==> src/rtl/ram_port_arbiter.sv <==
// Round-robin arbiter sharing one single-port word RAM among NUM_PORTS requesters.
// Grants are combinational; locked bursts hold ownership for up to MAX_BURST accesses.
module ram_port_arbiter #(
    parameter int NUM_PORTS  = 4,
    parameter int ADDR_WIDTH = 11,
    parameter int DATA_WIDTH = 32,
    parameter int MAX_BURST  = 8
) (
    input  logic                             clock,
    input  logic                             reset,
    input  logic [NUM_PORTS-1:0]             req,
    input  logic [NUM_PORTS-1:0]             lock,
    input  logic [NUM_PORTS*ADDR_WIDTH-1:0]  addr,
    input  logic [NUM_PORTS*DATA_WIDTH-1:0]  wdata,
    input  logic [NUM_PORTS*DATA_WIDTH/8-1:0] wb,
    output logic [NUM_PORTS-1:0]             gnt,
    output logic [NUM_PORTS-1:0]             rvalid,
    output logic [DATA_WIDTH-1:0]            rdata,
    output logic                             mem_enable,
    output logic [ADDR_WIDTH-1:0]            mem_addr,
    output logic [DATA_WIDTH-1:0]            mem_data_in,
    output logic [DATA_WIDTH/8-1:0]          mem_wb,
    input  logic [DATA_WIDTH-1:0]            mem_data_out
);

    localparam int BE_WIDTH = DATA_WIDTH / 8;
    localparam int PW       = (NUM_PORTS > 1) ? $clog2(NUM_PORTS) : 1;
    localparam logic [7:0] BURST_LIMIT = 8'(MAX_BURST);

    typedef enum logic {
        IDLE   = 1'b0,
        LOCKED = 1'b1
    } state_t;

    state_t                 state_q;
    logic [PW-1:0]          ptr_q;
    logic [PW-1:0]          owner_q;
    logic [7:0]             count_q;
    logic [NUM_PORTS-1:0]   rvalid_q;

    logic                   cont;
    logic                   search_hit;
    logic [PW-1:0]          search_idx;
    logic                   gnt_any;
    logic                   gnt_valid;
    logic [PW-1:0]          gnt_idx;
    logic [7:0]             count_d;
    logic [NUM_PORTS-1:0]   gnt_vec;

    function automatic logic [PW-1:0] rr_index(input logic [PW-1:0] base, input int offset);
        int s;
        s = int'(base) + offset;
        if (s >= NUM_PORTS) s = s - NUM_PORTS;
        return PW'(s);
    endfunction

    assign cont = (state_q == LOCKED) && req[owner_q] && lock[owner_q] && (count_q < BURST_LIMIT);

    // The search starts just after the last winner, so the previous owner is checked last.
    always_comb begin
        // NOTE: every variable gets a default before any conditional assignment, so no latch is inferred.
        search_hit = 1'b0;
        search_idx = '0;
        for (int k = 1; k <= NUM_PORTS; k++) begin
            if (!search_hit && req[rr_index(ptr_q, k)]) begin
                search_hit = 1'b1;
                search_idx = rr_index(ptr_q, k);
            end
        end
    end

    assign gnt_any   = cont | search_hit;
    assign gnt_idx   = cont ? owner_q : search_idx;
    assign gnt_valid = gnt_any & reset;
    assign count_d   = cont ? (count_q + 8'd1) : 8'd1;

    always_comb begin
        gnt_vec          = '0;
        gnt_vec[gnt_idx] = gnt_valid;
    end

    assign gnt         = gnt_vec;
    assign mem_enable  = gnt_valid;
    assign mem_addr    = gnt_valid ? addr[gnt_idx*ADDR_WIDTH +: ADDR_WIDTH] : '0;
    assign mem_data_in = gnt_valid ? wdata[gnt_idx*DATA_WIDTH +: DATA_WIDTH] : '0;
    assign mem_wb      = gnt_valid ? wb[gnt_idx*BE_WIDTH +: BE_WIDTH] : '0;

    assign rvalid = rvalid_q;
    assign rdata  = mem_data_out;

    always_ff @(posedge clock or negedge reset) begin
        if (!reset) begin
            state_q  <= IDLE;
            ptr_q    <= PW'(NUM_PORTS - 1);
            owner_q  <= '0;
            count_q  <= '0;
            rvalid_q <= '0;
        end else begin
            // NOTE: sequential state uses non-blocking assignments so every register samples pre-edge values.
            rvalid_q <= gnt_vec;
            if (gnt_any) begin
                ptr_q <= gnt_idx;
                if (lock[gnt_idx]) begin
                    state_q <= LOCKED;
                    owner_q <= gnt_idx;
                    count_q <= count_d;
                end else begin
                    state_q <= IDLE;
                    count_q <= '0;
                end
            end else begin
                state_q <= IDLE;
            end
        end
    end

endmodule

==> config.mk <==
export PLATFORM = sky130hd
export DESIGN_NAME = ram_port_arbiter
export DESIGN_NICKNAME = d
export VERILOG_FILES = /design/src/rtl/ram_port_arbiter.sv
export SDC_FILE = /design/constraint.sdc
export NUM_CORES = 1
export LEC_CHECK = 0
export ABC_AREA = 1
export CAP_MARGIN = 0
export CORE_ASPECT_RATIO = 0.6
export CORE_MARGIN = 1
export CORE_UTILIZATION = 25
export DETAILED_ROUTE_END_ITERATION = 8
export GPL_ROUTABILITY_DRIVEN = 0
export GPL_TIMING_DRIVEN = 0
export PLACE_DENSITY_LB_ADDON = 0.12
export SYNTH_ARGS = -nofsm -noshare
export SYNTH_HDL_FRONTEND = slang
export SYNTH_SLANG_ARGS = --single-unit
==> constraint.sdc <==
create_clock -name clock -period 2.5 [get_ports clock]
set_clock_uncertainty 0.05 [all_clocks]
set_input_delay 0.625 -clock clock [delete_from_list [all_inputs] [get_ports clock]]
set_output_delay 0.625 -clock clock [all_outputs]
set_load 0.01 [all_outputs]
; After elaboration in Yosys (flattened, before gate mapping)
; Index checks and enable logic that the tools add are counted.
[word_totals]
reg_bits = 17
inputBits = 230
output_inout_bits = 88
wordCells = 80
[op_classes]
addsub = 9
n_mul = 1
magnitude_cmp = 12
n_shift = 3
muxes = 36
bitwise_logic = 3
n_reduce_logical = 11
[op_table]
columns = cell, count
row1 = 128-bit by 8-bit variable part select with 32-bit output, 1
row2 = 44-bit by 7-bit variable part select with 11-bit output, 1
row3 = 32-bit two-way mux, 1
row4 = "2-bit by 3-bit less-than comparator with 1-bit output, second input constant", 6
row5 = 2-bit two-way mux, 9
row6 = 8-bit two-way mux, 2
row7 = 16-bit by 5-bit variable part select with 4-bit output, 1
row8 = 1-bit binary-select mux with 2-bit select, 7
row9 = 1-bit two-way mux, 14
row10 = 11-bit two-way mux, 1
row11 = "3-bit >= comparator, second input constant", 3
row12 = "8-bit by 1-bit adder with 8-bit output, second input constant", 1
row13 = "8-bit by 4-bit less-than comparator with 1-bit output, second input constant", 1
row14 = "2-bit by 1-bit subtractor with 2-bit output, second input constant", 4
row15 = 1-bit logical AND, 7
row16 = "2-bit by 2-bit adder with 3-bit output, second input constant", 2
row17 = "2-bit by 4-bit multiplier with 6-bit output, second input constant", 1
row18 = "2-bit by 3-bit adder with 4-bit output, second input constant", 1
row19 = 4-bit bitwise AND, 1
row20 = "4-bit by 3-bit >= comparator with 1-bit output, second input constant", 1
row21 = 4-bit two-way mux, 1
row22 = "2-bit by 1-bit adder with 3-bit output, second input constant", 1
row23 = 1-bit logical NOT, 3
row24 = 1-bit demux with 2-bit select, 1
row25 = other kinds (4), 4

; Logic depth before layout (Yosys ltp)
; Gate-level depths: netlist (run 1).
[logic_depth]
ltp_word = 21
ltp_mapped = 18
depth_no_buf = 17

; Least setup slack after synthesis (run 1)
; Ideal clock, no wire load.
[synth_path]
path_kind = register to output
startpoint = register ptr_q[0]
endpoint = output port mem_data_in[26]
arrival_time_ns = 1.933
t_required_ns = 1.825
setup_slack_ns = -0.108
path_stages_with_launch = 18
path_buffers = 3
path_cell_list = dfstp_2 buf_6 inv_4 nand2_1 nand2_1 nand2_1 nand2_2 inv_2 nand3_2 nand3_4 nand2_8 inv_4 buf_6 buf_6 nand2_1 nand2_1 nand2_1 a21oi_1
[synth_via]
elab_chain_len = 18
elab_cells_between_ends = 43
classes_between = 8 x add/sub / 4 x order compare / 1 x shift / 22 x mux / 2 x bitwise / 6 x reduce/logical
[synth_rtl]
columns = item, line
row1 = from (decl), 36  ; logic [PW-1:0] ptr_q;
row2 = from (signal assigned), 94  ; ptr_q <= PW'(NUM_PORTS - 1);
row3 = from (signal assigned), 102  ; ptr_q <= gnt_idx;
row4 = 2-bit by 1-bit adder with 3-bit output, 52  ; s = int'(base) + offset;
row5 = 3-bit >= comparator / 2-bit by 1-bit subtractor with 2-bit output (equally long branches), 53  ; if (s >= NUM_PORTS) s = s - NUM_PORTS;
row6 = 2-bit two-way mux, 53
row7 = 1-bit binary-select mux with 2-bit select, 65  ; if (!search_hit && req[rr_index(ptr_q, k)]) begin
row8 = 1-bit two-way mux (implied by the code), 65
row9 = 1-bit two-way mux, 65
row10 = 1-bit logical NOT, 65
row11 = 1-bit logical AND, 65
row12 = [... 2 more ...], n/a
row13 = 1-bit logical AND, 65
row14 = 1-bit two-way mux, 65
row15 = 1-bit logical NOT, 65
row16 = 1-bit logical AND, 65
row17 = 2-bit two-way mux / 1-bit two-way mux (equally long branches), 65
row18 = 2-bit two-way mux / 1-bit bitwise OR (equally long branches), "73, 72"
row19 = 128-bit by 8-bit variable part select with 32-bit output / 1-bit bitwise AND (equally long branches), "85, 74"
row20 = 32-bit two-way mux *, 85  ; assign mem_data_in = gnt_valid ? wdata[gnt_idx*DATA_WIDTH +: DATA_WIDTH] : '0;
row21 = to (decl), 21  ; output logic [DATA_WIDTH-1:0] mem_data_in,
; Mark *: on every way between the ends. The rest lies on a longest branch, timed or not. The select of a mux whose other input is x is not followed.

; Worst setup path in the final report (run 1)
[layout_path]
startpoint = register ptr_q[0]
endpoint = output port mem_data_in[13]
; Same word-level chain as after synthesis.

==> results of run 1 <==
## cells in the mapped netlist (2+ instances only)
cell        n
nand2_1   440
a21oi_1    48
buf_4      33
buf_2      21
inv_1      17
dfrtp_1    15
nand3_1    11
nor2_1      9
buf_6       8
clkbuf_1    6
inv_2       5
o21ai_0     5
nand2_2     4
nor3_1      3
dfstp_2     2
inv_4       2
nand3_2     2
## cell families after synthesis
kind of cell / Yosys count / share of synthesized area [%]
XOR/XNOR: 2 / 0.550
AND/OR/NAND/NOR: 473 / 58.2
AO/OA/AOI/OAI: 57 / 9.31
flip-flops: 17 / 13.4
buffers and inverters: 93 / 18.1
adder cells (fa/ha/maj): 1 / 0.393
## state kept, by name (all words and copies together), names as in the netlist
name     cells
count_q      8
rvalid       4
ptr_q        2
state_q      1
owner_q      2
## worst register-to-register path, cell delays in order, from the launching register on
cell and delay, ns:
dfstp_2 0.57, buf_8 0.14, inv_8 0.05, nand2_2 0.05, nand2_2 0.08, nand2_2 0.11, nand2_4 0.07, nand2_4 0.07
nand2_2 0.06, nand2_2 0.07, nand3_4 0.16, nand2_8 0.18, buf_4 0.13, buf_4 0.10, nand2_1 0.05, nand2_1 0.07
nand2_2 0.06, nand2_2 0.08, nand2_2 0.06, nand2_1 0.09, nand2_1 0.04
## layer usage
layer	vias to the layer above	global-route usage (%)	wire, µm
li1	2618	-	-
met1	2269	31.2	7590
met2	203	42.4	8470
met3	14	3.16	1160
met4	0	2.62	196
met5	-	0	0
## metrics by stage
stage / utilization [%] / hold WS [ns] / TNS [ns]
6_report: 62.0 / 0.407 / -39.44
5_1_grt: 62.0 / 0.445 / -44.19
4_1_cts: 58.1 / 0.394 / -35.98
3_5_place_dp: 52.6 / 0.432 / -81.62
3_3_place_gp: 52.6 / 0.423 / -81.59
2_1_floorplan: - / 0.279 / -2.97
## worst min path at each step
| stage | startpoint | to | slack (ns) | cells after the start |
|---|---|---|---|---|
| 3_3_place_gp | count_q[7] | count_q[7] | 0.42 | 2 |
| 6_report | reset | rvalid[2] | 0.41 | 1 |
| 5_1_grt | reset | rvalid[2] | 0.45 | 1 |
| 4_1_cts | reset | rvalid[2] | 0.39 | 1 |
| 3_5_place_dp | count_q[5] | count_q[5] | 0.43 | 2 |
| 2_1_floorplan | reset | count_q[0] | 0.28 | 0 |
## layout make-up
cell class,count,area [µm²],area share [%]
well taps,165,206,2.73
flip-flops and latches,17,428,5.65
multi-input cells,534,2760,36.4
clock inverters,1,5.00,0.0661
repair inverters,2,17.5,0.231
plain buffers,68,717,9.47
inverters,24,115,1.52
clock buffers,3,75.1,0.991
repair buffers,337,3250,42.9
## timing repair
action                                  in CTS  in global routing
setup buffers                               25                 15
endpoints found under the setup margin      60                 57
cloned                                      11                  6
pin swaps                                   26                 49
gates resized for setup                    351                 87
==> reports/qor.yml, run 1 <==
status: "complete, but fails checks"
violations: "setup timing"
syn_nets: 874
cp_top_family: "buffers and inverters"
syn-cell-area_um2: 3190
die-area_um2: 13200
drt-total-wl_um: 17400
timing.reg2reg.setup_slack_ns: 0.04
die_y_um: 89.4
ys_seq_area_share_pct: 13.4
cpMostUsedCell: "buf_6"
mostFrequentLayoutCell: "nand2_1"
grt_overflow: 0
ys_types: 29
drc_errors: 0
synth_top_area_share_pct: 51.8
portBuffers: 285
avgRoutedWirePerCell_um: 15.1
dpl_cell_area_um2: 6430
crit_fanout: 10
cts_tree: "built"
design_area_um2: 7570
post-route-min-period_ns: 3.35
setup_ws_ns: -0.852
start_util_pct: 26.1
syn_area_per_cell_um2: 4.95
ios: 318
worst_slew_pin_slew_ns: 0.574
num-fill-cells: 1154
fin_nets: 1218
grt_max_degree: 19
hold_viol: 0
antenna_found_initial: 0
end_kind: "primary output"
synth_edf_count: 0
grt_pass1_wl_um: 24600
area_growth_pct: 138
clk_latency_ns: 0.25
critPathMaxStageDelay_ns: 0.57
rsz0062_at_grt: "true"
drt-vias-per-instance: 4.43
required_ns: 1.82
finalNonFillerCells: 1151
diodes: 0
core-area_um2: 12200
ys_dominant_reg_cell: "dfrtp_1"
cts-root-buf: "clkbuf_16"
rr_startpoint: "ptr_q[0]"
crit_path_start: "ptr_q[0]"
worstSetupPathType: "flip-flop to primary output"
synth.ff_latch_count: 17
grt_pass1_vias: 4727
r2r_end: "owner_q[1]"
worstPathCellList: "buf_8, buf_6, nand2_4, nand3_2, nand2_2, nor2_4, buf_6, nand3_2, nand2_2, inv_2, a21boi_4, buf_6, buf_8, nand2_1, a21oi_2, buf_2"
fin_crit_sh_pct: 134
cts_sinks: 17
worstPathBufferInverterCount: 7
fmax_mhz: 298
most-common-layout-cells: "nand2_1, clkdlybuf4s50_1, buf_4"
dieWidth_um: 148
ys_warn_count: 0
htree_num_levels: 1
crit_arrival_ns: 2.68
rows: 31
crit_slowest_cell: "dfstp_2"
post-synth-top-area-cell: "nand2_1"
setup-violations-final: 52
initialDrtViolationCount: 175
synth_area_leaders: "nand2_1, dfrtp_1, buf_4"
numCtsBuffers: 3
max_cap_viol_count: 0
place_ws_ns: -1.66
hpwl_um: 12500
cts_buffer_depth: 2
hold_class: "input pin to async pin"
slew_headroom_pct: 61.8
path_depth: 16
track_usage_pct: 23.6
cts.reportedPaths.clkPinSlew_ns: 0.05
r2r_cells: 20
crit_path_end: "mem_data_in[13]"
report.final.slew_viol_count: 0
syn_inst: 643
synth-async-reset-ratio_pct: 100
startpoint_type: "flip-flop"
drive_gt1_share_pct: 33.8
num_vias: 5104
firstDrtPassIters: 5
hold_buffers: 0
dp.cells: 1093
ant_nets: 0
Power of run 1 is left out: the tool's default activity adds up to more than one toggle a clock period on the data nets, which glitch-free logic cannot reach.
==> run 2: changes to the inputs <==
--- a/config.mk
+++ b/config.mk
@@ -14,6 +14,8 @@
 export GPL_ROUTABILITY_DRIVEN = 0
 export GPL_TIMING_DRIVEN = 0
 export PLACE_DENSITY_LB_ADDON = 0.12
+export SETUP_SLACK_MARGIN = 0.15
 export SYNTH_ARGS = -nofsm -noshare
 export SYNTH_HDL_FRONTEND = slang
 export SYNTH_SLANG_ARGS = --single-unit
+export TNS_END_PERCENT = 50
==> run 2 against run 1 <==
The flow still finishes with violations (setup timing); critical path depth rose by 1; register-to-register slack got worse by 0.04 ns; sequential cell count did not move; cell area is 0.23% higher; critical path type unchanged.
==> reports/qor.yml, run 2 (same netlist as run 1, synthesis figures left out) <==
use_met1_pct: 29.7
cp_top_family: "buffers and inverters"
regArea_um2: 428
fin_nets: 1207
htree_num_levels: 1
drt-total-wl_um: 17000
cts_sinks: 17
fmax_mhz: 299
max_cap_viol_count: 0
crit_arrival_ns: 2.67
cpMostUsedCell: "nand2_4"
core-area_um2: 12200
hold_class: "input pin to async pin"
grtUsageMet3_pct: 3.93
post-route-min-period_ns: 3.35
track_usage_pct: 22.7
drt-vias-per-instance: 4.48
setup_ws_ns: -0.847
firstDrtPassIters: 4
crit_fanout: 8
cts.reportedPaths.clkPinSlew_ns: 0.06
ios: 318
num-fill-cells: 1159
dp.cells: 1093
worst_slew_pin_slew_ns: 0.559
busiest_layer: "met2"
hold_buffers: 0
numCtsBuffers: 3
grt_max_degree: 19
hpwl_um: 12400
status: "complete, but fails checks"
worstPathCellList: "buf_8, clkinv_8, nand2_4, nand2_4, nand2_4, nand2_4, nor2_4, buf_6, nand3_2, nand2_2, inv_2, a21boi_4, buf_6, buf_8, nand2_2, a21oi_2, buf_2"
regMostFlops: "count_q"
mostFrequentLayoutCell: "nand2_1"
place_ws_ns: -1.64
largest_reg_flops: 8
num_vias: 5105
start_util_pct: 26.1
grt_overflow: 0
startpoint_type: "flip-flop"
dieWidth_um: 148
dpl_cell_area_um2: 6400
critPathMaxStageDelay_ns: 0.53
rows: 31
most-common-layout-cells: "nand2_1, clkdlybuf4s50_1, nand2_2"
fin_crit_sh_pct: 134
drc_errors: 0
cts_tree: "built"
use_met2_pct: 40.3
violations: "setup timing"
hold_viol: 0
end_kind: "primary output"
cts_buffer_depth: 2
diodes: 0
required_ns: 1.82
cts-root-buf: "clkbuf_16"
clk_latency_ns: 0.25
die_y_um: 89.4
avgRoutedWirePerCell_um: 14.9
worstPathBufferInverterCount: 7
area_growth_pct: 138
crit_slowest_cell: "dfstp_2"
portBuffers: 285
rsz0062_at_grt: "true"
die-area_um2: 13200
grt_pass1_wl_um: 23600
initialDrtViolationCount: 208
grt_pass1_vias: 4503
design_area_um2: 7590
report.final.slew_viol_count: 0
antenna_found_initial: 0
ant_nets: 0
setup-violations-final: 52
drive_gt1_share_pct: 33.9
multiInputGateArea_um2: 2830
worstSetupPathType: "flip-flop to primary output"
slew_headroom_pct: 62.7
finalNonFillerCells: 1140
-- run 2: cell count changes in the layout (fill, tap and decap cells not counted), sizes merged --
cell           change
buf               -11
inv                -2
clkbuf             +1
clkdlybuf4s50      +1
clkinvlp           +1
dlymetal6s2s       -1
-- run 2: worst paths after layout --
check                            from  slack, ns  cells past startpoint         endpoint
hold reg to reg            count_q[7]       0.44                      2       count_q[7]
max in group asynchronous       reset       1.63                      1         ptr_q[0]
hold / removal                  reset       0.39                      1       count_q[6]
setup reg to reg             ptr_q[0]          0                     19       owner_q[1]
min in group clock         count_q[7]       0.44                      2       count_q[7]
setup / recovery             ptr_q[0]      -0.85                     17  mem_data_in[11]
-- run 2: area by class of cell --
type,count,share of cell area [%]
multi-input cells,534,37.3
clock inverters,1,0.0989
inverters,24,1.62
well taps,165,2.72
repair inverters,1,0.148
plain buffers,69,9.11
clock buffers,3,0.989
flip-flops and latches,17,5.64
repair buffers,326,42.4
-- run 2: per-stage QoR --
stage / setup TNS, ns / hold slack, ns / utilization [%]
6_report: -41.21 / 0.394 / 62.1
5_1_grt: -46.83 / 0.433 / 62.1
4_1_cts: -34.76 / 0.400 / 58.1
3_5_place_dp: -82.57 / 0.431 / 52.4
3_3_place_gp: -80.01 / 0.423 / 52.4
2_1_floorplan: -3.32 / 0.279 / -
-- run 2: metal layers --
| layer | wire, µm | vias to the layer above |
|---|---|---|
| li1 | - | 2600 |
| met1 | 7230 | 2290 |
| met2 | 8320 | 192 |
| met3 | 1140 | 23 |
| met4 | 263 | 0 |
| met5 | 0 | - |
-- run 2: worst register-to-register path, stage by stage, from the launching register on --
cell and delay (ns):
dfstp_2 0.53, buf_8 0.15, clkinv_8 0.11, nand2_4 0.09, nand2_4 0.06, nand2_4 0.08
nand2_4 0.07, nor2_4 0.12, buf_6 0.12, nand3_2 0.07, nand2_2 0.08, inv_2 0.06
a21boi_4 0.23, buf_6 0.14, buf_4 0.09, nand2_1 0.05, nand2_2 0.08, nand2_2 0.07
nand2_1 0.09, nand2_1 0.05
-- run 2: repair_timing --
action / in CTS / in global routing
gates resized for setup: 356 / 105
gates cloned: 10 / 5
setup buffers: 27 / 1
endpoints found under the setup margin: 61 / 56
pin swaps: 36 / 70
Power of run 2 is left out for the same reason.
